<file path="config.mk">
export PLATFORM = sky130hd
export DESIGN_NAME = fifo_wr_arbiter
export DESIGN_NICKNAME = d
export VERILOG_FILES = /design/src/rtl/fifo_arb_pkg.sv /design/src/rtl/fifo_wr_arbiter_rr_pick.sv /design/src/rtl/fifo_wr_arbiter.sv
export SDC_FILE = /design/constraint.sdc
export NUM_CORES = 1
export LEC_CHECK = 0
export BUFFER_PORTS_ARGS = -buffer_cell sky130_fd_sc_hd__buf_2
export CORE_MARGIN = 2
export CORE_UTILIZATION = 30
export DETAILED_ROUTE_END_ITERATION = 10
export SYNTH_ARGS = -nofsm -noshare
export SYNTH_HDL_FRONTEND = slang
export SYNTH_SLANG_ARGS = --single-unit
</file>
<file path="constraint.sdc">
create_clock -name clk -period 4.25 [get_ports clk]
set_input_delay 0.2125 -clock clk [delete_from_list [all_inputs] [get_ports clk]]
set_output_delay 0.2125 -clock clk [all_outputs]
set_load 0.02 [all_outputs]
</file>
<file path="src/rtl/fifo_arb_pkg.sv">
// Shared types and width helpers for the round-robin FIFO write arbiter.
package fifo_arb_pkg;

   typedef enum logic [0:0] {
      S_IDLE  = 1'b0,
      S_BURST = 1'b1
   } arb_state_e;

   localparam int STAT_W = 16;

   // Never returns 0 so that single-entry cases still get a legal vector width.
   function automatic int clog2_min1(input int n);
      return (n <= 2) ? 1 : $clog2(n);
   endfunction

endpackage

</file>
<file path="src/rtl/fifo_wr_arbiter_rr_pick.sv">
// Combinational round-robin selector: first asserted request after last_ptr_i, wrapping modulo NREQ.
module rr_pick
   import fifo_arb_pkg::*;
#(
   parameter int NREQ  = 4,
   parameter int PTR_W = clog2_min1(NREQ)
) (
   input  logic [NREQ-1:0]  req_i,
   input  logic [PTR_W-1:0] last_ptr_i,
   output logic [NREQ-1:0]  pick_o,
   output logic [PTR_W-1:0] idx_o,
   output logic             valid_o
);

   int               cand;
   logic [PTR_W-1:0] cand_idx;

   // Walk from the farthest offset down to the nearest so the nearest hit wins.
   always_comb begin
      pick_o   = '0;
      idx_o    = '0;
      valid_o  = 1'b0;
      cand     = 0;
      cand_idx = '0;
      for (int k = NREQ; k >= 1; k--) begin
         cand = int'(last_ptr_i) + k;
         if (cand >= NREQ) begin
            cand = cand - NREQ;
         end
         cand_idx = PTR_W'(cand);
         if (req_i[cand_idx]) begin
            pick_o           = '0;
            pick_o[cand_idx] = 1'b1;
            idx_o            = cand_idx;
            valid_o          = 1'b1;
         end
      end
   end

endmodule

</file>
<file path="src/rtl/fifo_wr_arbiter.sv">
// Round-robin burst arbiter driving one syncfifo write port from NREQ producers.
// Optional per-requester grant counters are built when FIFO_ARB_STATS_EN is defined.
module fifo_wr_arbiter
   import fifo_arb_pkg::*;
#(
   parameter int WIDTH = 8,
   parameter int NREQ  = 4,
   parameter int BURST = 4
) (
   input  logic                  clk,
   input  logic                  reset_n,
   input  logic [NREQ-1:0]       req,
   input  logic [NREQ*WIDTH-1:0] data,
   output logic [NREQ-1:0]       grant,
   input  logic                  fifo_full,
   output logic                  fifo_wr_en,
   output logic [WIDTH-1:0]      fifo_in
`ifdef FIFO_ARB_STATS_EN
   ,
   output logic [NREQ*STAT_W-1:0] grant_count
`endif
);

   localparam int PTR_W = clog2_min1(NREQ);
   localparam int CNT_W = clog2_min1(BURST + 1);
   localparam logic [CNT_W-1:0] LAST_BEAT = CNT_W'(BURST - 1);

   arb_state_e       state_q, state_d;
   logic [PTR_W-1:0] last_ptr_q, last_ptr_d;
   logic [PTR_W-1:0] owner_q, owner_d;
   logic [CNT_W-1:0] beat_cnt_q, beat_cnt_d;

   logic [NREQ-1:0]  pick_vec;
   logic [PTR_W-1:0] pick_idx;
   logic             pick_vld;

   logic             gnt_vld;
   logic [PTR_W-1:0] gnt_idx;
   logic [NREQ-1:0]  gnt_vec;
   logic [WIDTH-1:0] slice [NREQ];

   rr_pick #(
      .NREQ  (NREQ),
      .PTR_W (PTR_W)
   ) u_pick (
      .req_i      (req),
      .last_ptr_i (last_ptr_q),
      .pick_o     (pick_vec),
      .idx_o      (pick_idx),
      .valid_o    (pick_vld)
   );

   for (genvar gi = 0; gi < NREQ; gi++) begin : g_slice
      assign slice[gi] = data[gi*WIDTH +: WIDTH];
   end

   always_comb begin
      state_d    = state_q;
      last_ptr_d = last_ptr_q;
      owner_d    = owner_q;
      beat_cnt_d = beat_cnt_q;
      gnt_vld    = 1'b0;
      gnt_idx    = owner_q;
      gnt_vec    = '0;
      case (state_q)
         S_IDLE: begin
            if (!fifo_full && pick_vld) begin
               gnt_vld    = 1'b1;
               gnt_idx    = pick_idx;
               gnt_vec    = pick_vec;
               last_ptr_d = pick_idx;
               owner_d    = pick_idx;
               beat_cnt_d = CNT_W'(1);
               state_d    = (BURST > 1) ? S_BURST : S_IDLE;
            end
         end
         S_BURST: begin
            // A dropped owner request costs one bubble; a full FIFO just stalls the owner.
            if (!req[owner_q]) begin
               state_d = S_IDLE;
            end else if (!fifo_full) begin
               gnt_vld          = 1'b1;
               gnt_vec[owner_q] = 1'b1;
               beat_cnt_d       = beat_cnt_q + 1'b1;
               if (beat_cnt_q == LAST_BEAT) begin
                  state_d = S_IDLE;
               end
            end
         end
         default: state_d = S_IDLE;
      endcase
   end

   // Gated by reset_n so outputs drop the moment reset asserts, not at the next edge.
   assign grant      = reset_n ? gnt_vec : '0;
   assign fifo_wr_en = reset_n & gnt_vld;
   assign fifo_in    = fifo_wr_en ? slice[gnt_idx] : '0;

   always_ff @(posedge clk or negedge reset_n) begin
      if (!reset_n) begin
         state_q    <= S_IDLE;
         last_ptr_q <= PTR_W'(NREQ - 1);
         owner_q    <= '0;
         beat_cnt_q <= '0;
      end else begin
         state_q    <= state_d;
         last_ptr_q <= last_ptr_d;
         owner_q    <= owner_d;
         beat_cnt_q <= beat_cnt_d;
      end
   end

`ifdef FIFO_ARB_STATS_EN
   for (genvar gi = 0; gi < NREQ; gi++) begin : g_stat
      logic [STAT_W-1:0] cnt_q;
      always_ff @(posedge clk or negedge reset_n) begin
         if (!reset_n) begin
            cnt_q <= '0;
         end else if (grant[gi] && (cnt_q != '1)) begin
            cnt_q <= cnt_q + 1'b1;
         end
      end
      assign grant_count[gi*STAT_W +: STAT_W] = cnt_q;
   end
`endif

endmodule
</file>
After elaboration in Yosys (flattened, before gate mapping)
Cells that the tools add are included.
Word-level totals
  register bits after elaboration: 8
  bits of input ports: 39
  output and inout bits: 13
  word-level logic and storage cells: 103
Cells by class
  add/sub/neg operators: 9
  $lt $le $gt $ge: 15
  eq/ne operators: 4
  multiplexer cells: 59
  bitwise operators: 3
  reductions and logical operators: 9
Operators with widths (count)
  $mux W4: 8
  $mux W8: 3
  $mux W1: 20
  $mux W2: 10
  $bmux W8 S2: 1
  $lt A2 B3 Y1 const B: 5
  $ge A3 B3 Y1 const B: 4
  $bmux W1 S2: 5
  $demux W1 S2: 5
  $ge A2 B1 Y1 const B: 5
  $mux W3: 3
  $pmux W4 S2: 1
  $sub A2 B1 Y2 const B: 4
  $add A2 B2 Y3 const B: 2
  $logic_and A1 B1 Y1: 6
  $pmux W3 S2: 1
  $add A2 B3 Y4 const B: 1
  $ge A4 B3 Y1 const B: 1
  $ne A2 B2 Y1 const B: 2
  $pmux W1 S2: 2
  $add A2 B1 Y3 const B: 1
  $add A3 B1 Y3 const B: 1
  $eq A3 B2 Y1 const B: 1
  $not A2 Y3: 1
  6 further kinds: 6

Depth between registers and ports, before layout
  depth after elaboration: 17
  depth in mapped cells: 10
  depth with buffers taken out: 8

Cells and area by module
From an unflattened synthesis, not the netlist that was laid out.
Second synthesis, totals
  cell total of the unflattened synthesis: 165
  area total of the unflattened synthesis: 1407.6 um^2
Modules (own cells, without submodules)
  fifo_wr_arbiter: times used 1, cells each 85, area each 813.3 um^2, seq. area each 202.7 um^2
  rr_pick: times used 1, cells each 80, area each 594.3 um^2, seq. area each 0.0 um^2

Worst setup path before layout
Ideal clock, no wire load.
  kind: reg2out
  from: register last_ptr_q[0]
  to: output fifo_in[0]
  arrival: 3.011 ns
  required time: 4.038 ns
  setup slack: 1.026 ns
  cell stages (with the launch flop): 11
  buffers on the path: 2
  path through: dfstp_2 > buf_2 > inv_1 > ha_1 > mux4_1 > nor2b_1 > o21bai_1 > nand3_1 > clkbuf_8 > a21boi_0 > a2bb2oi_1
Between the ends
  word-level cells in the longest chain between the ends: 17
  elaborated cells on any way between the ends: 43
  those cells by class: 8 x add/sub; 4 x order compare; 28 x mux; 2 x bitwise; 1 x reduce/logical
RTL lines
  start, declared: RTL line fifo_wr_arbiter.sv:29  | logic [PTR_W-1:0] last_ptr_q, last_ptr_d;
  start signal, assigned: RTL line fifo_wr_arbiter.sv:102  | last_ptr_q <= PTR_W'(NREQ - 1);
  start signal, assigned: RTL line fifo_wr_arbiter.sv:107  | last_ptr_q <= last_ptr_d;
  $add A2 B3 Y4: RTL line fifo_wr_arbiter_rr_pick.sv:26  | cand = int'(last_ptr_i) + k;
  $ge A4 B3 Y1 or $sub A2 B1 Y2 (tied branches): RTL line fifo_wr_arbiter_rr_pick.sv:27, fifo_wr_arbiter_rr_pick.sv:28
  $mux W2: RTL line fifo_wr_arbiter_rr_pick.sv:27  | if (cand >= NREQ) begin
  $bmux W1 S2: RTL line fifo_wr_arbiter_rr_pick.sv:31  | if (req_i[cand_idx]) begin
  $mux W1 (implied by the code): RTL line fifo_wr_arbiter_rr_pick.sv:31
  $mux W1 (4 in series): RTL line fifo_wr_arbiter_rr_pick.sv:31
  $logic_and A1 B1 Y1: RTL line fifo_wr_arbiter.sv:67  | if (!fifo_full && pick_vld) begin
  $mux W2 * (2 in series)
  named net gnt_idx[0]: RTL line fifo_wr_arbiter.sv:38  | logic [PTR_W-1:0] gnt_idx;
  $not A2 Y3 (implied by the code) *: RTL line fifo_wr_arbiter.sv:97  | assign fifo_in = fifo_wr_en ? slice[gnt_idx] : '0;
  $bmux W8 S2 *: RTL line fifo_wr_arbiter.sv:97
  $mux W8 (implied by the code) * (2 in series): RTL line fifo_wr_arbiter.sv:97
  $mux W8 *: RTL line fifo_wr_arbiter.sv:97
  end, declared: RTL line fifo_wr_arbiter.sv:17  | output logic [WIDTH-1:0] fifo_in
Mark *: on every way through the listed nets, which the timed path passes. The rest lies on a longest branch. The select of a mux whose other input is x is not followed.

Worst setup path after layout
  from: register last_ptr_q[0]
  to: output fifo_in[3]
Between the ends
  word-level cells in the longest chain between the ends: 17
  elaborated cells on any way between the ends: 43
  those cells by class: 8 x add/sub; 4 x order compare; 28 x mux; 2 x bitwise; 1 x reduce/logical
RTL lines (RTL line)
  $add A2 B3 Y4: fifo_wr_arbiter_rr_pick.sv:26
  $ge A4 B3 Y1 or $sub A2 B1 Y2 (tied branches): fifo_wr_arbiter_rr_pick.sv:27, fifo_wr_arbiter_rr_pick.sv:28
  $mux W2: fifo_wr_arbiter_rr_pick.sv:27
  $bmux W1 S2: fifo_wr_arbiter_rr_pick.sv:31
  $mux W1 (implied by the code): fifo_wr_arbiter_rr_pick.sv:31
  $mux W1 (4 in series): fifo_wr_arbiter_rr_pick.sv:31
  $logic_and A1 B1 Y1: fifo_wr_arbiter.sv:67
  $mux W2 (2 in series)
  $not A2 Y3 (implied by the code): fifo_wr_arbiter.sv:97
  $bmux W8 S2: fifo_wr_arbiter.sv:97
  $mux W8 (implied by the code) (2 in series): fifo_wr_arbiter.sv:97
  $mux W8 *: fifo_wr_arbiter.sv:97
Mark *: on every way between the ends. The rest lies on a longest branch, timed or not. The select of a mux whose other input is x is not followed.

==> impl_metrics.csv <==
group,metric,value,unit
grt,antenna_violations_before_repair,0,
cells_and_area,most-common-layout-cells,"buf_2 (51), inv_1 (17), nand2_1 (17), nor2_1 (16)",
sta,rsz0062_at_grt,"no",
floorplan,chipHeight,72.96,µm
synthesis,syn_warnings,0,
cells_and_area,area_growth_syn_to_layout,25.18,%
cts,postCtsHoldBufs,1,
synthesis,synth_seq_cells,8,
job,cap_violations,0,
sta,hold_viol_final,0,
cts,clock_tree_root_driver_cell,"clkbuf_8",
sta,finalSetupViolCount,0,
detailed_routing,drt-pass1-iter-count,4,
cells_and_area,regArea,202.7,µm²
critical_path,critical_path.reg2reg.startpoint,"last_ptr_q[0]",
synthesis,post_synth_net_total,230,
synthesis,synth_async_sr_flop_share,1.000,
synthesis,synth.yosys.seq_area_share,0.1421,
synthesis,synth-edff-count,0,
cells_and_area,layout.cells.most_common,"buf_2",
synthesis,syn-mean-instance-area,7.880,µm²
power_and_ir_drop,static-leakage-power,0.8563,nW
cts,clock_insertion_delay_worst_skew,0.22,ns
critical_path,critical_path.n_buffers_inverters,3,
cells_and_area,antenna_cells,0,
critical_path,worstSetupStartpointType,"flop",
power_and_ir_drop,vdd_ir_drop_max,0.0002347,V
synthesis,main_combinational_cell_family_by_area_after_synthesis,"compound AO/OA/AOI/OAI gates",
synthesis,synthAdderAreaFrac,0.08772,
sta,maxSlewHeadroom,0.4291,
floorplan,initial_utilization,0.3060,
cts,cts_tree,"yes",
synthesis,yosys.area_share.simple,0.1895,
floorplan,num_io_pins,52,
detailed_routing,drt_drc_violations_left,0,
sta,fin_setup_tns,0,ns
detailed_routing,viasPerCell,5.484,
floorplan,placement_row_count,25,
sta,post_layout_min_period,3.920,ns
run_status,status,"finished clean",
critical_path,critPathSlowestCell,"dfstp_2",
critical_path,critPathMaxFanout,14,
sta,clock.fmax,255.1,MHz
cells_and_area,post_route_cells_drive_above_1_share,0.3219,
grt,global_route_wire_length_before_repair,6.555,mm
grt,grt-busiest-layer,"met2",
grt,global_route.usage.met2,0.2586,
cells_and_area,fillCellCount,482,
critical_path,critical_path_type,"flop to output pin",
cts,number_of_post_cts_setup_repair_buffers,0,
cells_and_area,layout.nets,283,
synthesis,muxShareOfSynthArea,0.1465,
grt,grt_max_degree,18,
cts,post_cts_resized,0,
synthesis,netlist-cell-type-count,46,
cts,cts.reportedPaths.clkPinSlew,0.04,ns
placement,placement.io_buffers,51,
placement,place.gp.congestion,0.8304,
detailed_routing,post_drt_wl_per_cell,13.90,µm
grt,met3_usage,0.009669,
critical_path,timing.critical_path.cells,"inv_1 > ha_1 > mux4_1 > nor2b_1 > o2111ai_1 > nand3_1 > buf_4 > mux2_2 > a22o_1 > buf_2",
floorplan,floorplan.die_area,0.005322,mm²
cts,number_of_clock_sinks,8,
detailed_routing,dr_total_vias,1574,
grt,overflow,0,
detailed_routing,detail_route.iter0.violations,96,
detailed_routing,drtAntennaViolNets,0,
synthesis,syn-cell-area,0.001426,mm²
critical_path,critPathCaptureType,"output pin",
worst_hold_path,timing.hold.worst.class,"primary input to async pin",
grt,groute.layer.met1.usage,0.2052,
grt,grt_usage,0.1484,
synthesis,fraction_of_the_mapped_netlist_area_in_compound_gates,0.3553,
critical_path,worst_setup_path_startpoint,"last_ptr_q[0]",
floorplan,die_x,72.96,µm
sta,final.setup_skew,0.002477,ns
sta,finalCritPeriodShare,0.9223,
power_and_ir_drop,report.power.total,1.130,mW
critical_path,worst_ep_arrival_time,3.71,ns
critical_path,cp_top_family,"multiplexers",
sta,report.final.slew_viol_count,0,
sta,worst_pin_slew,0.8563,ns
placement,dpl.hpwl,3.103,mm
critical_path,timing.critical_path.slowest_cell_delay,0.71,ns
cells_and_area,multi_input_area,0.001111,mm²
power_and_ir_drop,power_density,633.2,mW/mm²
grt,grt_pass1_vias,1496,
floorplan,core,0.004661,mm²
cts,ctsHtreeMaxLevel,1,
cts,clock_buffer_count_from_cts,3,
cells_and_area,post-route-util,0.3831,
cts,clockBufferDepth,2,
synthesis,synth_ff_type,"dfrtp_1",
synthesis,synthesis.instances,181,
detailed_routing,postRouteWirelength,3.988,mm
critical_path,required,4.04,ns
synthesis,synthXorXnorAreaFrac,0,
-- per-stage QoR --
step                hold WS [ns]  area, µm²  instances  worst slack [ns]
floorplan               -0.08309       1426        181             1.026
global placement         0.07353       1730        282            0.7011
detailed placement       0.07450       1730        282            0.6089
CTS                       0.3694       1785        287            0.3521
global route              0.3972       1785        287           0.05284
finish                    0.3695       1785        287            0.3301
-- kinds of logic (layout without fill, tap and decap cells) --
logic type,Yosys count,count (layout)
muxes,15,15
AOI/OAI and AO/OA,68,68
adders and majority gates,10,10
buffers and inverters,25,77
and+or+nand+nor,55,55
DFF,8,8
-- worst register-to-register path, stage by stage, from the launching register on --
cell and delay, ns:
dfstp_2 0.71, inv_1 0.24, ha_1 0.45, mux4_1 0.42, nor2b_1 0.40, o2111ai_1 0.22, nand3_1 0.13, buf_4 0.20
-- routing by layer --
layer,vias up,share of wire,wire [µm]
li1,802,-,-
met1,712,0.46,1844
met2,58,0.48,1913
met3,2,0.053,211
met4,0,0.0045,18
met5,-,0,0
-- final timing paths --
| check | endpoint | slack, ns | depth (start not counted) |
|---|---|---|---|
| worst min-delay path | beat_cnt_q[2] | 0.37 | 2 |
| min in group clk | state_q | 0.38 | 3 |
| worst max-delay path | fifo_in[3] | 0.33 | 10 |
| worst min register to register | beat_cnt_q[2] | 0.48 | 2 |
| max in group asynchronous | last_ptr_q[0] | 3.63 | 2 |
| worst max register to register | owner_q[0] | 1.40 | 7 |
-- Yosys cell counts, types with 3 or more instances --
library cell,n,area share
inv_1,17,0.045
ha_1,10,0.088
nor2_1,16,0.042
a21oi_1,5,0.018
a2bb2oi_1,3,0.018
mux2i_1,4,0.028
a21boi_0,5,0.026
o41ai_1,4,0.025
o32a_1,4,0.028
o22ai_1,9,0.039
dfrtp_1,6,0.11
nor2b_1,6,0.026
mux2_2,8,0.063
clkbuf_1,4,0.011
nor3_1,4,0.014
nand2_1,17,0.045
o21ai_0,10,0.035
o211ai_1,4,0.021
a221oi_1,7,0.043
o221ai_1,4,0.025
mux4_1,3,0.055
-- layout make-up --
type / instances / area share
well taps: 54 / 0.03784
inverters: 17 / 0.03574
multi-input cells: 148 / 0.6223
clock buffers: 4 / 0.02523
flip-flops and latches: 8 / 0.1135
repair buffers: 56 / 0.1654
-- sequential cells by signal, summed over array words and instances, names as in the netlist --
signal / count
beat_cnt_q: 3
state_q: 1
owner_q: 2
last_ptr_q: 2
-- power by group --
part           internal [mW]  switching (mW)
logic                  0.364           0.477
clock network         0.0649          0.0288
registers              0.120          0.0762
Note: power is estimated with default switching activity, not from simulation.
